## src/rtl/rk8e_dma_bridge.sv

```systemverilog
// rk8e_dma_bridge
// ----------------
// Bridges the RK8E disk controller's single-word DMA requests onto the CPU
// memory bus. Each request is carried out as one break cycle:
//   IDLE -> BRK (request the bus) -> MEM (one RAM strobe) [-> RDW] -> ACK.
//
// Disk handshake (4-phase): the disk raises dmaREQ with dmaRD/dmaWR, dmaADDR
// and dmaDOUT stable. The bridge answers with dmaGNT=1 once the word has been
// written, or once dmaDIN holds the read word. The disk then drops dmaREQ,
// the bridge drops dmaGNT, and a new request may start. dmaREQ passes through
// a two-flop synchronizer because it comes from the disk clock domain, so a
// request is acted on two clocks after it is first sampled. The disk
// holds its address/data/direction stable for as long as dmaREQ is high.
//
// Ports
//   clk, reset (async, active low), clear (sync IOCLR, active high)
//   dmaREQ/dmaRD/dmaWR/dmaADDR/dmaDOUT : disk request, direction, address, write data
//   dmaGNT/dmaDIN                      : grant and read data back to the disk
//   brkREQ/brkGNT                      : break-cycle request / grant with the CPU
//   memADDR/memWDATA/memWE/memRE       : synchronous RAM port
//   memRDATA                           : RAM read data, valid one cycle after memRE
//   dmaERR/dmaTMO                      : sticky protocol-error / bus-timeout flags
//   xferCNT                            : count of memory cycles performed (wraps)
//   dbgState                           : current FSM state for observation
module rk8e_dma_bridge #(
  parameter int TIMEOUT = 1024
) (
  input  logic        clk,
  input  logic        reset,
  input  logic        clear,
  input  logic        dmaREQ,
  input  logic        dmaRD,
  input  logic        dmaWR,
  input  logic [0:14] dmaADDR,
  input  logic [0:11] dmaDOUT,
  output logic        dmaGNT,
  output logic [0:11] dmaDIN,
  output logic        brkREQ,
  input  logic        brkGNT,
  output logic [0:14] memADDR,
  output logic [0:11] memWDATA,
  output logic        memWE,
  output logic        memRE,
  input  logic [0:11] memRDATA,
  output logic        dmaERR,
  output logic        dmaTMO,
  output logic [0:11] xferCNT,
  output logic [2:0]  dbgState
);

  // The BRK counter runs 0 .. TIMEOUT-1, so BRK lasts exactly TIMEOUT cycles
  // when the CPU never grants the bus.
  localparam int TmoWidth = (TIMEOUT < 2) ? 1 : $clog2(TIMEOUT);
  localparam logic [TmoWidth-1:0] TmoLast = TmoWidth'(TIMEOUT - 1);

  typedef enum logic [2:0] {
    IDLE = 3'd0,
    BRK  = 3'd1,
    MEM  = 3'd2,
    RDW  = 3'd3,
    ACK  = 3'd4
  } stateT;

  stateT state;
  stateT nextState;

  logic                reqMeta;
  logic                reqSync;
  logic [0:14]         addrQ;
  logic [0:11]         dataQ;
  logic                rdQ;
  logic [TmoWidth-1:0] tmoCnt;
  logic [0:11]         dinQ;
  logic                errQ;
  logic                tmoQ;
  logic [0:11]         cntQ;

  logic latchReq;
  logic setErr;
  logic setTmo;

  // Next-state logic. A request with both or neither direction bits set is
  // a protocol error: it is granted straight away without touching memory.
  always_comb begin
    nextState = state;
    latchReq  = 1'b0;
    setErr    = 1'b0;
    setTmo    = 1'b0;
    case (state)
      IDLE: begin
        if (reqSync) begin
          if (dmaRD == dmaWR) begin
            setErr    = 1'b1;
            nextState = ACK;
          end else begin
            latchReq  = 1'b1;
            nextState = BRK;
          end
        end
      end
      BRK: begin
        if (brkGNT) begin
          nextState = MEM;
        end else if (tmoCnt == TmoLast) begin
          setTmo    = 1'b1;
          nextState = ACK;
        end
      end
      MEM:     nextState = rdQ ? RDW : ACK;
      RDW:     nextState = ACK;
      ACK:     if (!reqSync) nextState = IDLE;
      default: nextState = IDLE;
    endcase
  end

  always_ff @(posedge clk or negedge reset) begin
    if (!reset) begin
      state   <= IDLE;
      reqMeta <= 1'b0;
      reqSync <= 1'b0;
      addrQ   <= '0;
      dataQ   <= '0;
      rdQ     <= 1'b0;
      tmoCnt  <= '0;
      dinQ    <= '0;
      errQ    <= 1'b0;
      tmoQ    <= 1'b0;
      cntQ    <= '0;
    end else if (clear) begin
      // The synchronizer is flushed too, so a request still high during
      // IOCLR is treated as a fresh one afterwards.
      state   <= IDLE;
      reqMeta <= 1'b0;
      reqSync <= 1'b0;
      tmoCnt  <= '0;
      errQ    <= 1'b0;
      tmoQ    <= 1'b0;
      cntQ    <= '0;
    end else begin
      state   <= nextState;
      reqMeta <= dmaREQ;
      reqSync <= reqMeta;
      if (latchReq) begin
        addrQ <= dmaADDR;
        dataQ <= dmaDOUT;
        rdQ   <= dmaRD;
      end
      // The counter only advances while waiting in BRK; any exit clears it.
      if (state == BRK && nextState == BRK) begin
        tmoCnt <= tmoCnt + TmoWidth'(1);
      end else begin
        tmoCnt <= '0;
      end
      if (state == RDW) dinQ <= memRDATA;
      if (setErr) errQ <= 1'b1;
      if (setTmo) tmoQ <= 1'b1;
      if (state == MEM) cntQ <= cntQ + 12'd1;
    end
  end

  assign brkREQ   = (state == BRK) || (state == MEM) || (state == RDW);
  assign memWE    = (state == MEM) && !rdQ;
  assign memRE    = (state == MEM) && rdQ;
  assign dmaGNT   = (state == ACK);
  assign memADDR  = addrQ;
  assign memWDATA = dataQ;
  assign dmaDIN   = dinQ;
  assign dmaERR   = errQ;
  assign dmaTMO   = tmoQ;
  assign xferCNT  = cntQ;
  assign dbgState = state;

endmodule

```

## config.mk

```make
export PLATFORM = sky130hd
export DESIGN_NAME = rk8e_dma_bridge
export DESIGN_NICKNAME = d
export VERILOG_FILES = /design/src/rtl/rk8e_dma_bridge.sv
export SDC_FILE = /design/constraint.sdc
export NUM_CORES = 1
export LEC_CHECK = 0
export ABC_AREA = 1
export BUFFER_PORTS_ARGS = -buffer_cell sky130_fd_sc_hd__buf_2
export CORE_AREA = 2 2 83 85
export DETAILED_ROUTE_END_ITERATION = 7
export DIE_AREA = 0 0 85 87
export GPL_TIMING_DRIVEN = 0
export PLACE_DENSITY = 0.77
export SYNTH_ARGS = -nofsm -noshare
export SYNTH_HDL_FRONTEND = slang
export SYNTH_SLANG_ARGS = --single-unit
```

## constraint.sdc

```tcl
create_clock -name clk -period 2 [get_ports clk]
set_input_delay 0.1 -clock clk [delete_from_list [all_inputs] [get_ports clk]]
set_output_delay 0.1 -clock clk [all_outputs]
set_load 0.01 [all_outputs]
```

==> results.ini, run 1 <==
[outcome]
status=completed

[cts]
clk_latency_ns=0.35
cts_tree=done
clk_pin_slew_worst_paths_ns=0.07
cts.sinks=69
cts_root_buf=clkbuf_8
h-tree-depth=3
cts_buffer_depth=2
hold_buffers=41
numCtsBuffers=9
cts_setup_buffers=0
cts_resized=0

[critical_path]
path_cells=ha_1, nand2_1, nor2_1, nand3_1, nand2_1, buf_4, a21oi_1
startpoint_type=flop
r2r_setup_slack_ns=0.32
crit_fanout=10
ff2ff_path_depth=7
cp_common_cell=nand2_1
cp.arrival_ns=1.89
worst_r2r_endpoint=dbgState[0]
required_ns=2.21
critPathKind=reg -> reg
r2r_start=tmoCnt[0]
cp-startpoint=tmoCnt[0]
cpPeakStageDelay_ns=0.38
cp_slowest_cell=dfrtp_1
cp-end-kind=flop

[detailed_routing]
drtIter0Drc=164
ant_nets=0
drc=0
wl_per_cell_um=13.17
wirelength_um=8259
vias=3099
dr.pass1.iters=4
drt-vias-per-instance=4.943

[sta]
finalHoldViolations=0
min_period_ns=1.676
clock.fmax_ghz=0.5968
skew_ns=0.007957
setup_violations=0
finalSetupTns_ns=0
maxSlewViolCount=0
whs_ns=0.01864
grt_setup_unrepaired=false
post-route-period-util_pct=83.79
relSlewSlack_pct=43.31
fin_ws_ns=0.3243
max_slew.worst_pin.slew_ns=0.8504

[logic_synthesis]
synth_seq_cells=69
ys_types=26
synth_edf_count=0
yosysSeqAreaShare_pct=54.91
synth_area_um2=3144
syn-num-nets=433
avgSynthCellArea_um2=8.167
synthCells=385
ys.flop_type=dfrtp_1
ys_warn_count=0
postSynth.asyncResetShare_pct=100.0

[min_path]
hold_class=in -> reg
whs_path_depth=3
min_from=dmaRD
hold_end=rdQ

[floorplanning]
rows=30
die-area_um2=7395
die_x_um=85
fp.dieH_um=87
ioPinCount=106
core_um2=6569
start_util_pct=47.87

[power_and_ir_drop]
p_sw_uw=941.5
p_comb_share_pct=16.5
internal-power_uw=2531
max-vdd-ir-drop_mv=0.5496
leakagePower_uw=0.002412
swShare_pct=27.11
finalPower_uw=3473
power.share.clock_pct=36.5
powerDensity_nw_per_um2=788.0
seqPwrFrac_pct=47.0

[global_routing]
grt_pass1_vias=2974
grt_pass1_wl_um=13450
grtUsageTotal_pct=23.34
antenna_found_initial=0
grt_max_degree=70
grt.overflow.total=0

[cells_and_area]
seqCellArea_um2=1727
final.fill_count=533
layout_common_cells=nand2_1, buf_2, dfrtp_1, nand3_1
finalNetCount=590
multi_input_area_um2=1217
mostFrequentLayoutCell=nand2_1
drive_above_1_share_pct=25.96
num_antenna_cells=0
area_growth_pct=40.15
final_cells=627

[placement]
gp_congestion=0.8038
portBuffers=105
dpl.hpwl_um=5354
dp_slack_ns=0.3391
dp.cells=570

[job]
max-cap-violations=0

-- how the worst max path moves through the flow --
stage	endpoint	slack (ns)	depth (start not counted)
6_report	dbgState[0]	0.32	7
5_1_grt	dbgState[0]	0.13	7
4_1_cts	dbgState[0]	0.33	7
3_5_place_dp	dbgState[0]	0.34	7
3_3_place_gp	dbgState[0]	0.37	7
2_1_floorplan	dbgState[0]	0.59	7
-- cell families after synthesis --
| group | after synthesis | synth area share [%] |
|---|---|---|
| XOR/XNOR | 2 | 0.5572 |
| AO/OA/AOI/OAI | 14 | 2.388 |
| adder cells (fa/ha/maj) | 2 | 0.7957 |
| flip-flops | 69 | 54.91 |
| AND/OR/NAND/NOR | 253 | 34.98 |
| buffers and inverters | 45 | 6.367 |
-- metrics by stage --
stage	utilization, %	area (um^2)
6_report	67.09	4407
5_1_grt	67.09	4407
4_1_cts	67.09	4407
3_5_place_dp	57.43	3772
3_3_place_gp	57.39	3770
2_1_floorplan	-	3144
-- cells in the mapped netlist (2+ instances only) --
library cell,instances,area share (%)
nor2_2,2,0.40
nor2_1,41,4.9
buf_6,2,0.72
nor3_1,11,1.8
nand2_1,127,15
xor2_1,2,0.56
a21oi_1,7,1.1
clkbuf_1,3,0.36
nand4_1,9,1.8
ha_1,2,0.80
o21ai_0,5,0.80
nor3_2,2,0.64
buf_2,9,1.4
dfrtp_1,69,55
inv_1,27,3.2
nand3_1,57,9.1
-- sequential cells by signal, indices dropped and copies added (netlist names), 3 cells and up --
register,flops
dbgState,3
dmaDIN,12
memADDR,15
memWDATA,12
tmoCnt,10
xferCNT,12
-- per-layer routing --
| metal | up-vias | wire, um | track usage (%) |
|---|---|---|---|
| li1 | 1550 | - | - |
| met5 | - | 0 | 0 |
| met2 | 111 | 4045 | 38.49 |
| met3 | 14 | 570 | 7.109 |
| met4 | 0 | 150 | 9.091 |
| met1 | 1424 | 3491 | 28.94 |
-- power groups by stage --
stage	logic, uW	clock network (uW)	registers (uW)
finish	573	1270	1630
global route	630	1370	1650
CTS	561	1280	1630
detailed placement	502	0	1650
global placement	486	0	1650
floorplan	161	0	1720
-- critical path, delay by kind of cell (launching register included) --
kind	cells	cell delay, ns
simple gates	4	0.73
flops	1	0.38
fa+ha+maj	1	0.18
buf+inv	1	0.17
compound gates	1	0.08
-- area by class of cell --
cell class | instances | share of cell area [%]
Inverter | 29 | 2.470
Timing Repair Buffer | 146 | 21.29
Sequential cell | 69 | 39.18
Multi-Input combinational cell | 271 | 27.63
Clock buffer | 10 | 3.123
Clock inverter | 6 | 1.959
Tap cell | 80 | 2.271
Buffer | 16 | 2.073
Power figures use the tool's default switching activity.
==> run 2, diff against run 1 <==
==> constraint.sdc (replaced) <==
create_clock -name clk -period 1.68 [get_ports clk]
set_input_delay 0.084 -clock clk [delete_from_list [all_inputs] [get_ports clk]]
set_output_delay 0.084 -clock clk [all_outputs]
set_load 0.01 [all_outputs]
==> run 2 against run 1 <==
  * Non-clock buffer count up 2
  * Sequential share of layout area down 0.24 points
  * Critical endpoint is now memWDATA[0]
  * Highest routed layer unchanged
  * Register-to-register slack worse by 0.13 ns
  * Combinational power up 20%
==> results.ini, run 2 (synthesized netlist as in run 1, its figures left out) <==
[outcome]
status=completed  ; unchanged

[critical_path]
cp_slowest_cell=dlygate4sd3_1  ; was dfrtp_1
crit_fanout=10  ; unchanged
r2r_setup_slack_ns=0.19  ; was 0.32 ns
cpPeakStageDelay_ns=0.53  ; was 0.38 ns
required_ns=1.91  ; was 2.21 ns
cp-end-kind=flop  ; unchanged
path_cells=dlygate4sd3_1, buf_2, xor2_1, nand2_1, nor2_4, nand2_4, buf_2, nand2_1, nand2_1  ; was ha_1, nand2_1, nor2_1, nand3_1, nand2_1, buf_4, a21oi_1
cp_common_cell=nand2_1  ; unchanged
cp.arrival_ns=1.81  ; was 1.89 ns
critPathKind=in -> reg  ; was reg -> reg
crit_buf_inv=3  ; was 1
cpLargestDelayFamily=buffers and inverters  ; was simple AND/OR/NAND/NOR gates
startpoint_type=primary input  ; was flop

[placement]
dpl.hpwl_um=5354  ; unchanged
gp_congestion=0.8038  ; unchanged
portBuffers=105  ; unchanged
placed_area_um2=3772  ; unchanged
dp.cells=570  ; unchanged
dp_slack_ns=0.01910  ; was 0.3391 ns

[power_and_ir_drop]
max-vdd-ir-drop_mv=0.7038  ; was 0.5496 mV
leakagePower_uw=0.002421  ; was 0.002412 uW
powerDensity_nw_per_um2=932.4  ; was 788.0 nW/um^2

[floorplanning]
rows=30  ; unchanged
ioPinCount=106  ; unchanged
die-area_um2=7395  ; unchanged
start_util_pct=47.87  ; unchanged
die_x_um=85  ; unchanged
core_um2=6569  ; unchanged
fp.dieH_um=87  ; unchanged

[sta]
post-route-period-util_pct=94.19
clock.fmax_ghz=0.6320
setup_violations=0  ; unchanged
grt_setup_unrepaired=true  ; was false
fin_ws_ns=0.09768  ; was 0.3243 ns
min_period_ns=1.582
max_slew.worst_pin.slew_ns=0.8598  ; was 0.8504 ns
skew_ns=0.007862  ; was 0.007957 ns
relSlewSlack_pct=42.68  ; was 43.31%
finalHoldViolations=0  ; unchanged
maxSlewViolCount=0  ; unchanged

[global_routing]
grt_pass1_vias=3004  ; was 2,974
grt_max_degree=70  ; unchanged
grt_pass1_wl_um=13590  ; was 13,450 um
antenna_found_initial=0  ; unchanged
grt.overflow.total=0  ; unchanged
grtUsageTotal_pct=23.54  ; was 23.34%

[cts]
cts_buffer_depth=2  ; unchanged
h-tree-depth=3  ; unchanged
clk_pin_slew_worst_paths_ns=0.07  ; about the same
cts_tree=done  ; unchanged
cts_root_buf=clkbuf_8  ; unchanged
cts.sinks=69  ; unchanged
numCtsBuffers=9  ; unchanged
clk_latency_ns=0.34  ; was 0.35 ns

[detailed_routing]
dr.pass1.iters=4  ; unchanged
vias=3114  ; was 3,099
wl_per_cell_um=13.29  ; was 13.17 um
wirelength_um=8357  ; was 8259 um
drt-vias-per-instance=4.951  ; was 4.943
drc=0  ; unchanged
ant_nets=0  ; unchanged
drtIter0Drc=166  ; was 164

[min_path]
hold_class=in -> reg  ; unchanged

[cells_and_area]
mostFrequentLayoutCell=nand2_1  ; unchanged
area_growth_pct=41.03  ; was 40.15%
seqCellArea_um2=1727  ; unchanged
final_cells=629  ; was 627
design_area_um2=4434  ; was 4407 um^2
drive_above_1_share_pct=26.05  ; was 25.96%
finalNetCount=592  ; was 590
multi_input_area_um2=1225  ; was 1217 um^2
num_antenna_cells=0  ; unchanged
final.fill_count=530  ; was 533
layout_common_cells=nand2_1, buf_2, dfrtp_1, nand3_1, dlygate4sd3_1  ; was nand2_1, buf_2, dfrtp_1, nand3_1
largest_reg_flops=15  ; unchanged

[job]
max-cap-violations=0  ; unchanged

[run 2: cell types whose count changed in the layout (fill, tap and decap cells not counted), sizes merged]
cell         change
dlygate4sd3      +2
[run 2: path summary, 6_finish.rpt]
check                               start          end  cells after the start
worst max-delay path                dmaRD  memWDATA[0]                      9
worst min-delay path               brkGNT  dbgState[1]                      3
worst max register to register  tmoCnt[0]    tmoCnt[3]                      7
worst min register to register  dmaDIN[8]    dmaDIN[8]                      2
max in group asynchronous           reset   memADDR[6]                      2
min in group asynchronous           reset   xferCNT[5]                      2
[run 2: worst register-to-register path, cell delays in order (launching register included)]
cell and delay [ns]:
dfrtp_1 0.40, ha_1 0.22, nand2_1 0.14, nor2_4 0.07, nand3_1 0.12, nand2_1 0.08
buf_4 0.17, a211oi_1 0.19
[run 2: what timing repair did]
action,4_1_cts,5_1_grt
hold buffers,43,0
setup endpoints to repair,0,14
gates resized for setup,0,2
setup buffers,0,0
hold endpoints to repair,111,0
[run 2: layer usage]
layer / part of all wire [%] / global-route usage [%] / wire length, um / up-vias
met5: 0 / 0 / 0 / -
met4: 1.6 / 9.091 / 133 / 0
met3: 6.3 / 7.488 / 530 / 12
met2: 50 / 38.64 / 4141 / 99
met1: 42 / 29.18 / 3551 / 1449
li1: - / - / - / 1554
[run 2: final cells by class]
| cell class | count | share of cell area, % |
|---|---|---|
| sequential | 69 | 38.94 |
| multi-input combinational | 271 | 27.62 |
| timing repair buffer | 148 | 21.61 |
| clock buffer | 10 | 3.104 |
| inverter | 29 | 2.455 |
| tap | 80 | 2.257 |
| buffer | 16 | 2.060 |
| clock inverter | 6 | 1.947 |
[run 2: metrics by stage]
step | total power [uW] | util, % | hold WS (ns) | setup TNS [ns]
5_1_grt | 4344 | 67.50 | 0.02980 | -0.04327
3_3_place_gp | 2539 | 57.39 | 0.2951 | 0
3_5_place_dp | 2559 | 57.43 | 0.2532 | 0
4_1_cts | 4137 | 67.39 | 0.02932 | 0
2_1_floorplan | 2238 | - | -0.2116 | 0
6_report | 4135 | 67.50 | 0.04531 | 0
[run 2: where the power goes]
group	internal, uW	switching, uW	leakage [uW]	total (uW)
Sequential	1840	106	0.000927	1950
Combinational	304	385	0.00138	689
Clock	873	627	0.000112	1500
Total	3020	1120	0.00242	4130
